`src/rtl/hazard_ctrl_md_pkg.sv`:
```
// Shared encodings for the hazard controller: operand-use and result-ready stage distances.
package hazard_ctrl_md_pkg;

  localparam logic [1:0] TUSE_D    = 2'd0;
  localparam logic [1:0] TUSE_E    = 2'd1;
  localparam logic [1:0] TUSE_M    = 2'd2;
  localparam logic [1:0] TUSE_NONE = 2'd3;

  localparam logic [1:0] TNEW_READY = 2'd0;
  localparam logic [1:0] TNEW_1     = 2'd1;
  localparam logic [1:0] TNEW_2     = 2'd2;
  localparam logic [1:0] TNEW_3     = 2'd3;

  // Busy-cycle count for an issued multiply/divide.
  function automatic int md_load_value(input logic is_div, input int mult_lat, input int div_lat);
    return is_div ? div_lat : mult_lat;
  endfunction

endpackage

```
`src/rtl/hazard_ctrl_md_md_busy.sv`:
```
// Tracks occupancy of the sequential multiply/divide unit as a down-counter.
module md_busy_tracker
  import hazard_ctrl_md_pkg::*;
#(
  parameter int MULT_LAT = 5,
  parameter int DIV_LAT  = 10
) (
  input  logic clk,
  input  logic reset,
  input  logic start,
  input  logic is_div,
  output logic busy
);

  localparam int CW = $clog2(DIV_LAT + 1);

  logic [CW-1:0] count;

  // A start while already counting reloads; the most recent operation wins.
  always_ff @(posedge clk or negedge reset) begin
    if (!reset) begin
      count <= '0;
    end else if (start) begin
      count <= CW'(md_load_value(is_div, MULT_LAT, DIV_LAT));
    end else if (count != '0) begin
      count <= count - CW'(1);
    end
  end

  assign busy = (count != '0);

endmodule

```
`src/rtl/hazard_ctrl_md.sv`:
```
// Pipeline hazard controller: Tuse/Tnew stall detection, forwarding muxes,
// multiply/divide occupancy stall and a saturating stall-cycle counter.
module hazard_ctrl_md
  import hazard_ctrl_md_pkg::*;
#(
  parameter int DATA_W   = 32,
  parameter int REG_AW   = 5,
  parameter int MULT_LAT = 5,
  parameter int DIV_LAT  = 10,
  parameter int CNT_W    = 32
) (
  input  logic              clk,
  input  logic              reset,
  input  logic [REG_AW-1:0] D_A1,
  input  logic [REG_AW-1:0] D_A2,
  input  logic [1:0]        D_rs_tuse,
  input  logic [1:0]        D_rt_tuse,
  input  logic [DATA_W-1:0] D_RD1,
  input  logic [DATA_W-1:0] D_RD2,
  input  logic              D_is_md,
  input  logic [REG_AW-1:0] E_A1,
  input  logic [REG_AW-1:0] E_A2,
  input  logic [REG_AW-1:0] E_A3,
  input  logic [1:0]        E_tnew,
  input  logic [DATA_W-1:0] E_RD1,
  input  logic [DATA_W-1:0] E_RD2,
  input  logic [DATA_W-1:0] E_WD,
  input  logic              E_md_start,
  input  logic              E_md_div,
  input  logic [REG_AW-1:0] M_A2,
  input  logic [REG_AW-1:0] M_A3,
  input  logic [DATA_W-1:0] M_RD2,
  input  logic [DATA_W-1:0] M_WD,
  input  logic [1:0]        M_tnew,
  input  logic [REG_AW-1:0] W_A3,
  input  logic [DATA_W-1:0] W_WD,
  output logic [DATA_W-1:0] D_Forward1,
  output logic [DATA_W-1:0] D_Forward2,
  output logic [DATA_W-1:0] E_Forward1,
  output logic [DATA_W-1:0] E_Forward2,
  output logic [DATA_W-1:0] M_Forward2,
  output logic              F_en,
  output logic              D_pipereg_en,
  output logic              E_pipereg_flush,
  output logic              md_busy,
  output logic [CNT_W-1:0]  stall_cnt
);

  logic stall_rs, stall_rt, md_stall, stall;

  // Register 0 is hard-wired zero, so it never matches a producer.
  function automatic logic hit(input logic [REG_AW-1:0] src, input logic [REG_AW-1:0] dst);
    return (src != '0) && (src == dst);
  endfunction

  function automatic logic data_stall(input logic [REG_AW-1:0] src, input logic [1:0] tuse);
    return (tuse != TUSE_NONE) &&
           ((hit(src, E_A3) && (tuse < E_tnew)) || (hit(src, M_A3) && (tuse < M_tnew)));
  endfunction

  // An E producer not yet ready falls through; the stall keeps the stale value unused.
  function automatic logic [DATA_W-1:0] fwd_d(input logic [REG_AW-1:0] src,
                                              input logic [DATA_W-1:0] grf);
    if (hit(src, E_A3) && (E_tnew == TNEW_READY)) return E_WD;
    else if (hit(src, M_A3) && (M_tnew == TNEW_READY)) return M_WD;
    else return grf;
  endfunction

  function automatic logic [DATA_W-1:0] fwd_e(input logic [REG_AW-1:0] src,
                                              input logic [DATA_W-1:0] held);
    if (hit(src, M_A3) && (M_tnew == TNEW_READY)) return M_WD;
    else if (hit(src, W_A3)) return W_WD;
    else return held;
  endfunction

  md_busy_tracker #(
    .MULT_LAT (MULT_LAT),
    .DIV_LAT  (DIV_LAT)
  ) u_md_busy (
    .clk    (clk),
    .reset  (reset),
    .start  (E_md_start),
    .is_div (E_md_div),
    .busy   (md_busy)
  );

  always_comb begin
    stall_rs = data_stall(D_A1, D_rs_tuse);
    stall_rt = data_stall(D_A2, D_rt_tuse);
    md_stall = D_is_md && (md_busy || E_md_start);
    stall    = stall_rs || stall_rt || md_stall;
  end

  assign F_en            = !stall;
  assign D_pipereg_en    = !stall;
  assign E_pipereg_flush = stall;

  always_comb begin
    D_Forward1 = fwd_d(D_A1, D_RD1);
    D_Forward2 = fwd_d(D_A2, D_RD2);
    E_Forward1 = fwd_e(E_A1, E_RD1);
    E_Forward2 = fwd_e(E_A2, E_RD2);
    M_Forward2 = hit(M_A2, W_A3) ? W_WD : M_RD2;
  end

  always_ff @(posedge clk or negedge reset) begin
    if (!reset) begin
      stall_cnt <= '0;
    end else if (stall && (stall_cnt != '1)) begin
      stall_cnt <= stall_cnt + CNT_W'(1);
    end
  end

endmodule

```
`config.mk`:
```
export PLATFORM = sky130hd
export DESIGN_NAME = hazard_ctrl_md
export DESIGN_NICKNAME = d
export VERILOG_FILES = /design/src/rtl/hazard_ctrl_md_pkg.sv /design/src/rtl/hazard_ctrl_md_md_busy.sv /design/src/rtl/hazard_ctrl_md.sv
export SDC_FILE = /design/constraint.sdc
export NUM_CORES = 1
export LEC_CHECK = 0
export ABC_CLOCK_PERIOD_IN_PS = 3000
export BUFFER_PORTS_ARGS = -buffer_cell sky130_fd_sc_hd__buf_2
export CORE_AREA = 2 2 198 200
export DETAILED_ROUTE_END_ITERATION = 7
export DIE_AREA = 0 0 200 202
export GPL_TIMING_DRIVEN = 1
export PLACE_DENSITY_LB_ADDON = 0.25
export SLEW_MARGIN = 5
export SYNTH_ARGS = -nofsm -noshare
export SYNTH_HDL_FRONTEND = slang
export SYNTH_SLANG_ARGS = --single-unit
```
`constraint.sdc`:
```
create_clock -name clk -period 3 [get_ports clk]
set_input_delay 0.3 -clock clk [delete_from_list [all_inputs] [get_ports clk]]
set_output_delay 0.3 -clock clk [all_outputs]
set_load 0.005 [all_outputs]
```
# Word-level counts from Yosys, hierarchy flattened
# Index checks and enable logic that the tools add are counted.
totals:
  output_inout_bits: 196
  in_bits: 309
  register_bits: 36
op_classes:
  n_lt_le_gt_ge: 4
  eq_ne: 12
  muxes: 12
  reduce_logical: 38
  add_sub_neg: 2
ops:
  columns: ["operator", "n"]
  rows:
  - ["two-way mux 32 bit", 9]
  - ["equality test 5 bit", 9]
  - ["adder 32 x 1 -> 32 bit, second input constant", 1]
  - ["!= test 32 bit, second input constant", 1]
  - ["nonzero test 5 bit", 5]
  - ["logical AND 1 bit", 23]
  - ["two-way mux 4 bit", 3]
  - ["< comparator 2 bit", 4]
  - ["logical OR 1 bit", 5]
  - ["zero test 2 bit", 2]
  - ["!= test 2 bit, second input constant", 2]
  - ["nonzero test 4 bit", 1]
  - ["subtractor 4 x 1 -> 4 bit, second input constant", 1]
  - ["nonzero test 2 bit", 1]
  - ["zero test 1 bit", 1]

# Depth between registers and ports, before layout
depth:
  word_depth: 8
  depth_mapped: 9
  depth_no_buf: 8

# Hierarchy
# From an unflattened synthesis, not the netlist that was laid out.
unflattened:
  hier_cells: 722
  area_unflattened_um2: 5547.8
modules_own_cells:
  columns: ["module", "seq_area_each_um2", "cells_each", "n_inst", "area_each_um2"]
  rows:
  - ["hazard_ctrl_md", 800.8, 701, 1, 5311.3]
  - ["md_busy_tracker", 100.1, 21, 1, 236.5]

# Worst setup path before layout
# Ideal clock, no wire load.
synth_path:
  path_kind: "register to output"
  start: "reg u_md_busy.count[0]"
  end: "out F_en"
  required_ps: 2700
  stages_incl_launch_ff: 10
  slack_ps: 499
  arrival_ps: 2201
  n_path_buf: 3
  cell_sequence: "dfrtp_1 -> inv_1 -> ha_1 -> or3b_2 -> clkbuf_1 -> o21ai_0 -> o31a_1 -> clkbuf_1 -> and2_1 -> buf_4"
synth_between:
  elab_chain_len: 5
synth_rtl:
  columns: ["item", "line", "text"]
  rows:
  - ["start, declared", "hazard_ctrl_md_md_busy.sv:17", "logic [CW-1:0] count;"]
  - ["start signal, assigned", "hazard_ctrl_md_md_busy.sv:24", "count <= CW'(md_load_value(is_div, MULT_LAT, DIV_LAT));"]
  - ["start signal, assigned", "hazard_ctrl_md_md_busy.sv:26", "count <= count - CW'(1);"]
  - ["nonzero test 4 bit", "hazard_ctrl_md_md_busy.sv:30", "assign busy = (count != '0);"]
  - ["via md_busy", "hazard_ctrl_md.sv:45", "output logic md_busy,"]
  - ["logical OR 1 bit", "hazard_ctrl_md.sv:90", "md_stall = D_is_md && (md_busy || E_md_start);"]
  - ["logical AND 1 bit", "hazard_ctrl_md.sv:90", null]
  - ["logical OR 1 bit", "hazard_ctrl_md.sv:91", "stall = stall_rs || stall_rt || md_stall;"]
  - ["zero test 1 bit", null, null]
  - ["end, declared", "hazard_ctrl_md.sv:42", "output logic F_en,"]
# The timed path passes the listed nets, and every way through them passes these cells.

# Worst setup path after layout
layout_path:
  start: "reg u_md_busy.count[0]"
  end: "out E_pipereg_flush"
layout_between:
  elab_chain_len: 4
layout_rtl:
  columns: ["item", "line", "text"]
  rows:
  - ["nonzero test 4 bit", "hazard_ctrl_md_md_busy.sv:30", null]
  - ["logical OR 1 bit", "hazard_ctrl_md.sv:90", null]
  - ["logical AND 1 bit", "hazard_ctrl_md.sv:90", null]
  - ["logical OR 1 bit", "hazard_ctrl_md.sv:91", null]
  - ["end, declared", "hazard_ctrl_md.sv:44", "output logic E_pipereg_flush,"]
# No other way between the ends.

==> reports/qor.yml <==
drtIter0Drc: 398
netlist_instances: 749
p_leak_nw: 4.19
ff_latch_area_um2: 901
ys_seq_area_share_pct: 15.8
grt_pass1_vias: 7637
wirelength_um: 36200
postCtsHoldBufs: 0
setup_viol: 0
syn2layout_area_growth_pct: 62.1
clk_latency_ps: 290
synth_cell_type_count: 51
syn_area_um2: 5710
ys_seq_elements: 36
clock_sinks: 36
routedWlPerCell_um: 20.4
syn_nets: 1065
tightest_slew_ps: 894
core_um2: 38300
rsz0062_at_grt: "false"
cp_max_fo: 32
route.detailed.drc: 0
clk_pin_slew_worst_paths_ps: 60
synth_edf_count: 0
ios: 505
grt_pass1_wl_um: 51500
crit_family: "simple AND/OR/NAND/NOR gates"
power_switching_share_pct: 37.7
critical_path.slowest_cell: "or3b_2"
reg2reg_setup_slack_ps: 520
p_per_area_nw_per_um2: 250
die_area_um2: 40400
ir_drop_mv: 0.196
postLayoutCellArea_um2: 9260
cts_tree: "yes"
hold_class: "input pin to async pin"
grt_start_max_net_pins: 65
overflow: 0
cts_resized: 0
status: "complete, no violations"
ctsHtreeMaxLevel: 2
p_int_mw: 1.44
via_per_inst: 4.26
arrival_ps: 2440
cts_buffers: 5
yosys.area.top_type: "mux2i_1"
cap_violations: 0
yosysMostFrequentCell: "nand2_1"
start_util_pct: 14.9
synth_common_cells: "nand2_1, o21ai_0, mux2i_1, xor2_1"
drive_above_1_share_pct: 48.4
place.gp.congestion: 0.891
r2r_cells: 6
slew_violations: 0
root_buffer: "clkbuf_16"
rr_startpoint: "stall_cnt[7]"
cts_buffer_depth: 2
finalCritPeriodShare_pct: 91.4
worstPathCellList: "inv_1 > ha_1 > or3b_2 > o21ai_0 > o31a_1 > buf_12 > and2_1 > inv_1 > buf_2"
pwr-share-clk_pct: 23.1
drt-met1-wl_um: 15100
top_layer: "met5"
final-hold-violation-count: 0
netlist_top_cells_area: "mux2i_1, dfrtp_1, o21ai_0, nand2_1, mux2_2"
ant_nets: 0
fmax_mhz: 365
critPathLaunchType: "flip-flop"
ys_warn_count: 0
clock-skew-final_ps: 4.73
path_buf_inv: 4
layout_min_cycle_time_ps: 2740
final_cells: 1773
final_nets: 1559
post-cts-setup-buffers: 0
crit_path_start: "u_md_busy.count[0]"
r2r_end: "stall_cnt[30]"
dr_total_vias: 7553
ys_async_sr_fraction_pct: 100
cp_common_cell: "inv_1"
relSlewSlack_pct: 40.0
hpwl_um: 31000
die_x_um: 200
grt_use_total_pct: 17.2
placed_cells: 1754
switchingPower_uw: 872
synth_ff_type: "dfrtp_1"
port_buffers: 504
rows: 72
antenna_found_initial: 11
yosysTopAreaCellShare_pct: 22.4
wl_met3_um: 2550
finalSetupTns_ps: 0
fillCellCount: 4305
critical_path_depth: 9
wl_met2_um: 18000
power_frac_comb_pct: 47.7
cp_slowest_stage_delay_ps: 530
worst_setup_path_end_kind: "output port"
avgSynthCellArea_um2: 7.63
timing_worst_setup_path_type: "flip-flop to output port"
cp-endpoint: "E_pipereg_flush"
sequentialPowerShare_pct: 29.2
crit_required_ps: 2700
place_area_um2: 9090
multi_input_area_um2: 4610
die_h_um: 202
dr.pass1.iters: 5
-- placed cells by master, fill, tap and decap left out, types with 3 or more instances in the layout --
master	netlist	final
buf_2	9	504
nand2_1	153	152
o21ai_0	133	133
mux2i_1	128	128
xor2_1	42	42
mux2_2	36	36
dfrtp_1	36	36
xnor2_1	26	26
buf_4	2	25
a211oi_1	18	18
nand3_1	15	15
nor2_1	12	12
diode_2	0	11
inv_1	9	9
buf_12	0	9
nand4_1	7	7
ha_1	7	7
nor3_1	7	6
a21oi_1	6	6
or4_1	6	5
or3_1	5	5
clkbuf_16	0	5
nor2b_1	4	4
a2111oi_2	4	4
nor4_1	5	3
mux2_1	3	3
o22a_1	3	3
-- registers in the layout, summed over array words and instances (netlist names) --
name,cells
u_md_busy.count,4
stall_cnt,32
-- logic make-up after synthesis --
group	share of synthesized area [%]
XOR/XNOR	10.4
adder cells (fa/ha/maj)	1.53
AND/OR/NAND/NOR	18.4
AO/OA/AOI/OAI	19.2
multiplexers	30.1
flip-flops	15.8
buffers and inverters	4.53
-- metal layers --
| layer | track usage (%) | up-vias |
|---|---|---|
| met3 | 3.22 | 29 |
| li1 | - | 3707 |
| met5 | 0 | - |
| met2 | 30.0 | 295 |
| met1 | 21.9 | 3516 |
| met4 | 3.94 | 6 |
-- stage by stage --
step / power (mW) / setup WS, ps / util [%] / hold WS (ps)
2_1_floorplan: 1.11 / 499 / - / 4.41
3_3_place_gp: 1.79 / 242 / 23.7 / 466
3_5_place_dp: 1.80 / 227 / 23.7 / 473
4_1_cts: 2.34 / 220 / 24.1 / 169
5_1_grt: 2.48 / 51.5 / 24.2 / 199
6_report: 2.31 / 258 / 24.2 / 128
-- worst min-delay path by stage --
stage          start            endpoint  depth (start not counted)
2_1_floorplan  reset        stall_cnt[0]                          0
3_3_place_gp   reset        stall_cnt[3]                          1
3_5_place_dp   reset        stall_cnt[3]                          1
4_1_cts        reset        stall_cnt[1]                          1
5_1_grt        reset  u_md_busy.count[1]                          1
6_report       reset  u_md_busy.count[1]                          1
-- area by class of cell --
class	count	area share [%]
Antenna cell	11	0.297
Clock buffer	8	1.58
Inverter	9	0.365
Multi-Input combinational cell	653	49.8
Sequential cell	36	9.73
Tap cell	518	7.00
Timing Repair Buffer	538	31.2
-- power groups by stage --
| stage | clock network, mW | logic (mW) | registers (mW) |
|---|---|---|---|
| detailed placement | 0 | 1.11 | 0.686 |
| global route | 0.569 | 1.22 | 0.692 |
| CTS | 0.549 | 1.12 | 0.677 |
| floorplan | 0 | 0.442 | 0.669 |
| finish | 0.534 | 1.10 | 0.676 |
| global placement | 0 | 1.11 | 0.686 |
Note: power is estimated with default switching activity, not from simulation.
